### config.mk
export PLATFORM = sky130hd
export DESIGN_NAME = sponge_ctrl
export DESIGN_NICKNAME = d
export VERILOG_FILES = /design/src/rtl/keccak_pkg.sv /design/src/rtl/keccak_round_counter.sv /design/src/rtl/sponge_ctrl.sv
export SDC_FILE = /design/constraint.sdc
export NUM_CORES = 1
export LEC_CHECK = 0
export ABC_AREA = 1
export BUFFER_PORTS_ARGS = -buffer_cell sky130_fd_sc_hd__clkbuf_2
export CELL_PAD_IN_SITES_DETAIL_PLACEMENT = 0
export CELL_PAD_IN_SITES_GLOBAL_PLACEMENT = 2
export CORE_MARGIN = 2
export CORE_UTILIZATION = 30
export CTS_BUF_LIST = sky130_fd_sc_hd__clkbuf_8
export DETAILED_ROUTE_END_ITERATION = 16
export PLACE_DENSITY_LB_ADDON = 0.1
export REMOVE_ABC_BUFFERS = 1
export SYNTH_ARGS = -nofsm -noshare
export SYNTH_HDL_FRONTEND = slang
export SYNTH_SLANG_ARGS = --single-unit
### constraint.sdc
create_clock -name clk -period 2.29 [get_ports clk]
set_clock_uncertainty 0.2 [all_clocks]
set_input_delay 0.3435 -clock clk [delete_from_list [all_inputs] [get_ports clk]]
set_output_delay 0.3435 -clock clk [all_outputs]
set_load 0.005 [all_outputs]
### src/rtl/keccak_pkg.sv
// Shared constants, mode encodings and FSM state type for the SHAKE sponge control path.
package keccak_pkg;

    localparam int ROUNDS        = 24;
    localparam int RATE_SHAKE128 = 1344;
    localparam int RATE_SHAKE256 = 1088;

    localparam logic [1:0] MODE_SHAKE128 = 2'b00;
    localparam logic [1:0] MODE_SHAKE256 = 2'b01;

    typedef enum logic [2:0] {
        IDLE,
        ABSORB,
        PERMUTE,
        WAIT_IN,
        SQUEEZE
    } sponge_ctrl_state_t;

    // Any encoding other than SHAKE256 falls back to the SHAKE128 rate.
    function automatic logic [10:0] rate_bits(input logic [1:0] mode);
        return (mode == MODE_SHAKE256) ? 11'(RATE_SHAKE256) : 11'(RATE_SHAKE128);
    endfunction

endpackage

### src/rtl/keccak_round_counter.sv
// Round index counter for one Keccak-f[1600] permutation; wraps to 0 after the last round.
module keccak_round_counter #(
    parameter int ROUNDS = keccak_pkg::ROUNDS
) (
    input  logic       clk,
    input  logic       rst,
    input  logic       start,
    input  logic       en,
    output logic [4:0] round_idx,
    output logic       last_round
);

    assign last_round = (round_idx == 5'(ROUNDS - 1));

    // NOTE: sequential state uses non-blocking assignments so every flop samples pre-edge values.
    always_ff @(posedge clk or posedge rst) begin
        if (rst) begin
            round_idx <= '0;
        end else if (start) begin
            round_idx <= '0;
        end else if (en) begin
            round_idx <= last_round ? 5'd0 : round_idx + 5'd1;
        end
    end

endmodule

### src/rtl/sponge_ctrl.sv
// SHAKE sponge sequencing controller: absorb, permute, wait for input and squeeze metering.
// Optional permutation counter enabled by defining SPONGE_CTRL_PERF_EN.
module sponge_ctrl
    import keccak_pkg::*;
#(
    parameter int ROUNDS = keccak_pkg::ROUNDS,
    parameter int CNT_W  = 32
) (
    input  logic             clk,
    input  logic             rst,
    input  logic             input_buffer_ready,
    input  logic             last_block_in_buffer,
    input  logic [CNT_W-1:0] output_size,
    input  logic [1:0]       operation_mode,
    output logic             input_buffer_consumed,
    output logic             state_clear,
    output logic             absorb_en,
    output logic             round_en,
    output logic [4:0]       round_idx,
    output logic             squeeze_valid,
    input  logic             squeeze_ready,
    output logic             last_output_block,
    output logic             busy,
    output logic [31:0]      perm_count
);

    sponge_ctrl_state_t state;
    logic [CNT_W-1:0]   bits_rem;
    logic [CNT_W-1:0]   rate;
    logic [1:0]         mode;
    logic               first_blk;
    logic               last_blk;
    logic               last_round;

    assign rate = CNT_W'(rate_bits(mode));

    keccak_round_counter #(.ROUNDS(ROUNDS)) u_round_counter (
        .clk       (clk),
        .rst       (rst),
        .start     (state != PERMUTE),
        .en        (state == PERMUTE),
        .round_idx (round_idx),
        .last_round(last_round)
    );

    // Outputs are registered alongside the state they belong to, so they change on the same edge.
    always_ff @(posedge clk or posedge rst) begin
        if (rst) begin
            state                 <= IDLE;
            bits_rem              <= '0;
            mode                  <= MODE_SHAKE128;
            first_blk             <= 1'b0;
            last_blk              <= 1'b0;
            input_buffer_consumed <= 1'b0;
            state_clear           <= 1'b0;
            absorb_en             <= 1'b0;
            round_en              <= 1'b0;
            squeeze_valid         <= 1'b0;
            last_output_block     <= 1'b0;
            busy                  <= 1'b0;
        end else begin
            input_buffer_consumed <= 1'b0;
            state_clear           <= 1'b0;
            absorb_en             <= 1'b0;
            round_en              <= 1'b0;
            case (state)
                IDLE: begin
                    if (input_buffer_ready) begin
                        bits_rem              <= output_size;
                        mode                  <= operation_mode;
                        first_blk             <= 1'b1;
                        state                 <= ABSORB;
                        absorb_en             <= 1'b1;
                        input_buffer_consumed <= 1'b1;
                        state_clear           <= 1'b1;
                        busy                  <= 1'b1;
                    end
                end
                ABSORB: begin
                    last_blk  <= last_block_in_buffer;
                    first_blk <= 1'b0;
                    state     <= PERMUTE;
                    round_en  <= 1'b1;
                end
                PERMUTE: begin
                    if (!last_round) begin
                        round_en <= 1'b1;
                    end else if (!last_blk) begin
                        state <= WAIT_IN;
                    end else if (bits_rem != '0) begin
                        state             <= SQUEEZE;
                        squeeze_valid     <= 1'b1;
                        last_output_block <= (bits_rem <= rate);
                    end else begin
                        state <= IDLE;
                        busy  <= 1'b0;
                    end
                end
                WAIT_IN: begin
                    if (input_buffer_ready) begin
                        state                 <= ABSORB;
                        absorb_en             <= 1'b1;
                        input_buffer_consumed <= 1'b1;
                        state_clear           <= first_blk;
                    end
                end
                SQUEEZE: begin
                    if (squeeze_ready) begin
                        squeeze_valid     <= 1'b0;
                        last_output_block <= 1'b0;
                        if (last_output_block) begin
                            state <= IDLE;
                            busy  <= 1'b0;
                        end else begin
                            // Not the last block, so bits_rem > rate and cannot underflow.
                            bits_rem <= bits_rem - rate;
                            state    <= PERMUTE;
                            round_en <= 1'b1;
                        end
                    end
                end
                default: begin
                    state <= IDLE;
                    busy  <= 1'b0;
                end
            endcase
        end
    end

`ifdef SPONGE_CTRL_PERF_EN
    always_ff @(posedge clk or posedge rst) begin
        if (rst) begin
            perm_count <= '0;
        end else if (state == PERMUTE && last_round) begin
            perm_count <= perm_count + 32'd1;
        end
    end
`else
    assign perm_count = '0;
`endif

endmodule

==> qor_table.md <==
| Parameter | Reported | Unit |
| --- | --- | --- |
| Result of the run | finished clean | - |
| Fin crit period | 2049 | ps |
| Half-perimeter wire length after detailed placement | 7017 | um |
| Maximum count of clock buffers along a single path | 2 | - |
| Maximum vdd ir drop | 0.4829 | mV |
| Maximum net fanout on the critical path | 5 | - |
| Total Nets Final | 620 | - |
| Number of top-level pins | 83 | - |
| Leading register cell type out of synthesis | dfrtp_1 | - |
| DRT Pass-1 Iters | 4 | - |
| CTS Sinks | 50 | - |
| Startpoint types | flip-flop | - |
| Worst path required time | 2350 | ps |
| ANT nets after route | 0 | - |
| Clk root buf | clkbuf_8 | - |
| Origin of the worst min-delay path | output_size[0] | - |
| Relative contribution of the clock network to total power | 12.0 | % |
| Warning count from the yosys run | 0 | - |
| Cell with the most instances after synthesis | nand2_1 | - |
| Class of the worst hold path | input pin to flip-flop | - |
| Utilization after layout | 34.54 | % |
| Starting utilization of the core area | 30.74 | % |
| Via-to-Cell Ratio | 4.446 | - |
| Portion of the clock cycle consumed by the worst path in the final layout | 89.47 | % |
| Number of fill cells in the layout | 1300 | - |
| Area of the mapped netlist | 3495 | sq um |
| Post-CTS Setup Inserts | 0 | - |
| Comb pwr share | 50.7 | % |
| Dominant cell type by area after synthesis | dfrtp_1 | - |
| Proportion of layout cells with a drive suffix above 1 | 15.10 | % |
| Width of the die | 111.9 | um |
| Setup repair after global routing missed its margin | false | - |
| Overall routing resource usage | 15.52 | % |
| Setup slack of the most critical reg-to-reg path | 240 | ps |
| TritonCTS clock tree | done | - |
| Number of antenna violations at the first check in global routing | 0 | - |
| Wire per inst | 13.10 | um |
| Aggregate negative setup slack | 0 | ps |
| TritonCTS Buffers | 5 | - |
| Critical register-to-register path startpoint | mode[0]$_DFFE_PP0P_ | - |
| Most frequent cells after synthesis | nand2_1 (165), nor2_1 (84), inv_1 (54) | - |
| Yosys cell types | 35 | - |
| Count of standard-cell rows | 39 | - |
| Number of max-cap violations | 0 | - |
| Htree depth | 2 | - |
| # setup viols final | 0 | - |
| Clock insertion delay at the later pin of the skew report | 310 | ps |
| Switching pwr | 2166 | uW |
| Max Clock Freq | 0.4881 | GHz |
| Crit end category | flip-flop | - |
| Switching part of the total power | 48.53 | % |
| Register-to-Register Path Depth | 12 | - |
| Share of synthesized area occupied by flip-flops and latches | 35.80 | % |
| Final max-slew violation count | 0 | - |
| Type of the worst setup path | flip-flop to flip-flop | - |
| Fraction of synthesized cell area taken by the top area cell type | 35.80 | % |
| Post-synthesis cell count | 523 | - |
| Die Area | 12530 | sq um |
| Remaining DRCs | 0 | - |
| Mean Syn Cell Area | 6.682 | sq um |
| Sink of the worst hold path | bits_rem[0]$_DFFE_PP0P_ | - |
| Core box area | 11370 | sq um |
| Ranking of synthesized cells by area | dfrtp_1 (36%), nand2_1 (18%), nor2_1 (9.0%) | - |
| Areal power density over the cells | 1137 | nW/um^2 |
| Vertical die dimension | 111.9 | um |
| Number of enable-type register cells in the synthesized netlist | 0 | - |
| Final WL | 9416 | um |
| Total of flip-flops plus latches after synthesis | 50 | - |
| Number of stages on the worst hold path | 3 | - |
| Number of port buffers | 50 | - |
| Global-route wire length before repair | 15670 | um |
| CTS clock-pin slew for the worst setup and hold paths | 100 | ps |
| Final count of hold timing violations | 0 | - |
| Pin count of the biggest net entering global routing | 51 | - |
| Number of vias after detailed routing | 3197 | - |
| Via count of the first global-routing pass | 3125 | - |
| Worst flop-to-flop path endpoint | bits_rem[19]$_DFFE_PP0P_ | - |
| Iter 0 DRT Violations | 135 | - |
| Overflow left after global routing | 0 | - |
| Fraction of registers with async set/reset | 100.0 | % |
| Last weighted congestion value of the routability-driven placer | 0.7978 | - |
| Area overhead of the layout relative to synthesis | 12.39 | % |
| Crit path DAT | 2110 | ps |
| Leakage power figure | 0.002041 | uW |
| Ant. Diodes | 0 | - |
| Internal power of the cells | 2297 | uW |
| Sequential fraction of design power | 37.3 | % |
-- registers in the layout (all words and copies together), names as in the netlist --
signal                     flops
bits_rem                      32
u_round_counter.round_idx      5
state                          3
mode                           2
absorb_en                      1
busy                           1
first_blk                      1
last_blk                       1
last_output_block              1
round_en                       1
squeeze_valid                  1
state_clear                    1
-- cells by family (layout without fill, tap and decap cells) --
group	after synthesis	in the layout	share of synthesized area (%)
and+or+nand+nor	303	303	36.81
buffers and inverters	102	124	15.54
AOI/OAI and AO/OA	62	62	9.954
DFF	50	50	35.80
adders and majority gates	5	5	1.790
other	1	32	0.1073
-- stage by stage --
stage          total power (uW)  cell area, sq um  setup slack [ps]  hold slack, ps  std cells
6_report                   4464              3928             241.1           28.28        719
5_1_grt                    4967              3928             33.27           36.89        719
4_1_cts                    4498              3910             118.8           17.15        719
3_5_place_dp               3939              3816             132.6           206.6        711
3_3_place_gp               3936              3816             151.7           207.3        711
2_1_floorplan              3148              3282             381.1           242.6        509
-- layout make-up --
class,count,area (sq um),share of cell area [%]
repair buffers,60,365.4,9.302
clock inverters,2,15.01,0.3823
multi-input cells,402,1834,46.70
flip-flops and latches,50,1251,31.86
inverters,57,214.0,5.448
well taps,143,178.9,4.556
clock buffers,5,68.82,1.752
-- power groups by stage --
stage	Clock [uW]	Combinational, uW	Sequential, uW
final	534	2260	1660
after global routing	597	2650	1720
after CTS	559	2270	1670
after detailed placement	0	2260	1680
after global placement	0	2260	1680
after floorplan	0	1590	1560
-- how the worst max path moves through the flow --
| stage | startpoint | endpoint | slack [ps] | depth (start not counted) |
|---|---|---|---|---|
| after detailed placement | mode[1]$_DFFE_PP0P_ | bits_rem[17]$_DFFE_PP0P_ | 130 | 10 |
| final | mode[0]$_DFFE_PP0P_ | bits_rem[19]$_DFFE_PP0P_ | 240 | 12 |
| after global placement | mode[1]$_DFFE_PP0P_ | bits_rem[21]$_DFFE_PP0P_ | 150 | 10 |
| after floorplan | state[1]$_DFFE_PP0P_ | bits_rem[24]$_DFFE_PP0P_ | 380 | 8 |
| after global routing | mode[1]$_DFFE_PP0P_ | bits_rem[19]$_DFFE_PP0P_ | 30 | 12 |
| after CTS | mode[1]$_DFFE_PP0P_ | bits_rem[17]$_DFFE_PP0P_ | 120 | 10 |
-- worst max-delay path: stages, from the launching register on --
cell     delay [ps]
dfrtp_1         370
inv_1            60
nor2_1           50
ha_1            320
nand2_1         110
nand2_1         110
nand2_1         130
nand3_1         180
o21ai_0         240
nand2_1          70
nand2_1          60
nand2_1          40
inv_1            40
-- layer usage --
| layer | track usage, % | up-vias | routed length [um] |
|---|---|---|---|
| li1 | - | 1680 | - |
| met4 | 2.927 | 0 | 75 |
| met5 | 0 | - | 0 |
| met2 | 26.87 | 63 | 4501 |
| met1 | 20.75 | 1446 | 4482 |
| met3 | 2.450 | 8 | 356 |
-- cells in the final DEF (no fill, tap or decap), types with 2 or more instances in the layout --
| master | n |
|---|---|
| a21oi_1 | 16 |
| buf_12 | 3 |
| buf_4 | 6 |
| clkbuf_2 | 50 |
| clkbuf_8 | 5 |
| clkinvlp_4 | 2 |
| conb_1 | 32 |
| dfrtp_1 | 50 |
| ha_1 | 5 |
| inv_1 | 53 |
| inv_2 | 4 |
| nand2_1 | 164 |
| nand2_2 | 2 |
| nand3_1 | 31 |
| nand3b_1 | 2 |
| nand4_1 | 7 |
| nor2_1 | 83 |
| nor2_4 | 6 |
| nor3_2 | 2 |
| o211ai_1 | 2 |
| o21ai_0 | 23 |
| o21ai_1 | 10 |
| o22ai_1 | 3 |
| or2_2 | 2 |
-- repair_timing --
action / CTS / global route
setup endpoints to repair: 0 / 7
endpoints found under the hold margin: 50 / 0
hold buffers: 1 / 0
resized for setup: 0 / 4
Power figures use the tool's default switching activity.
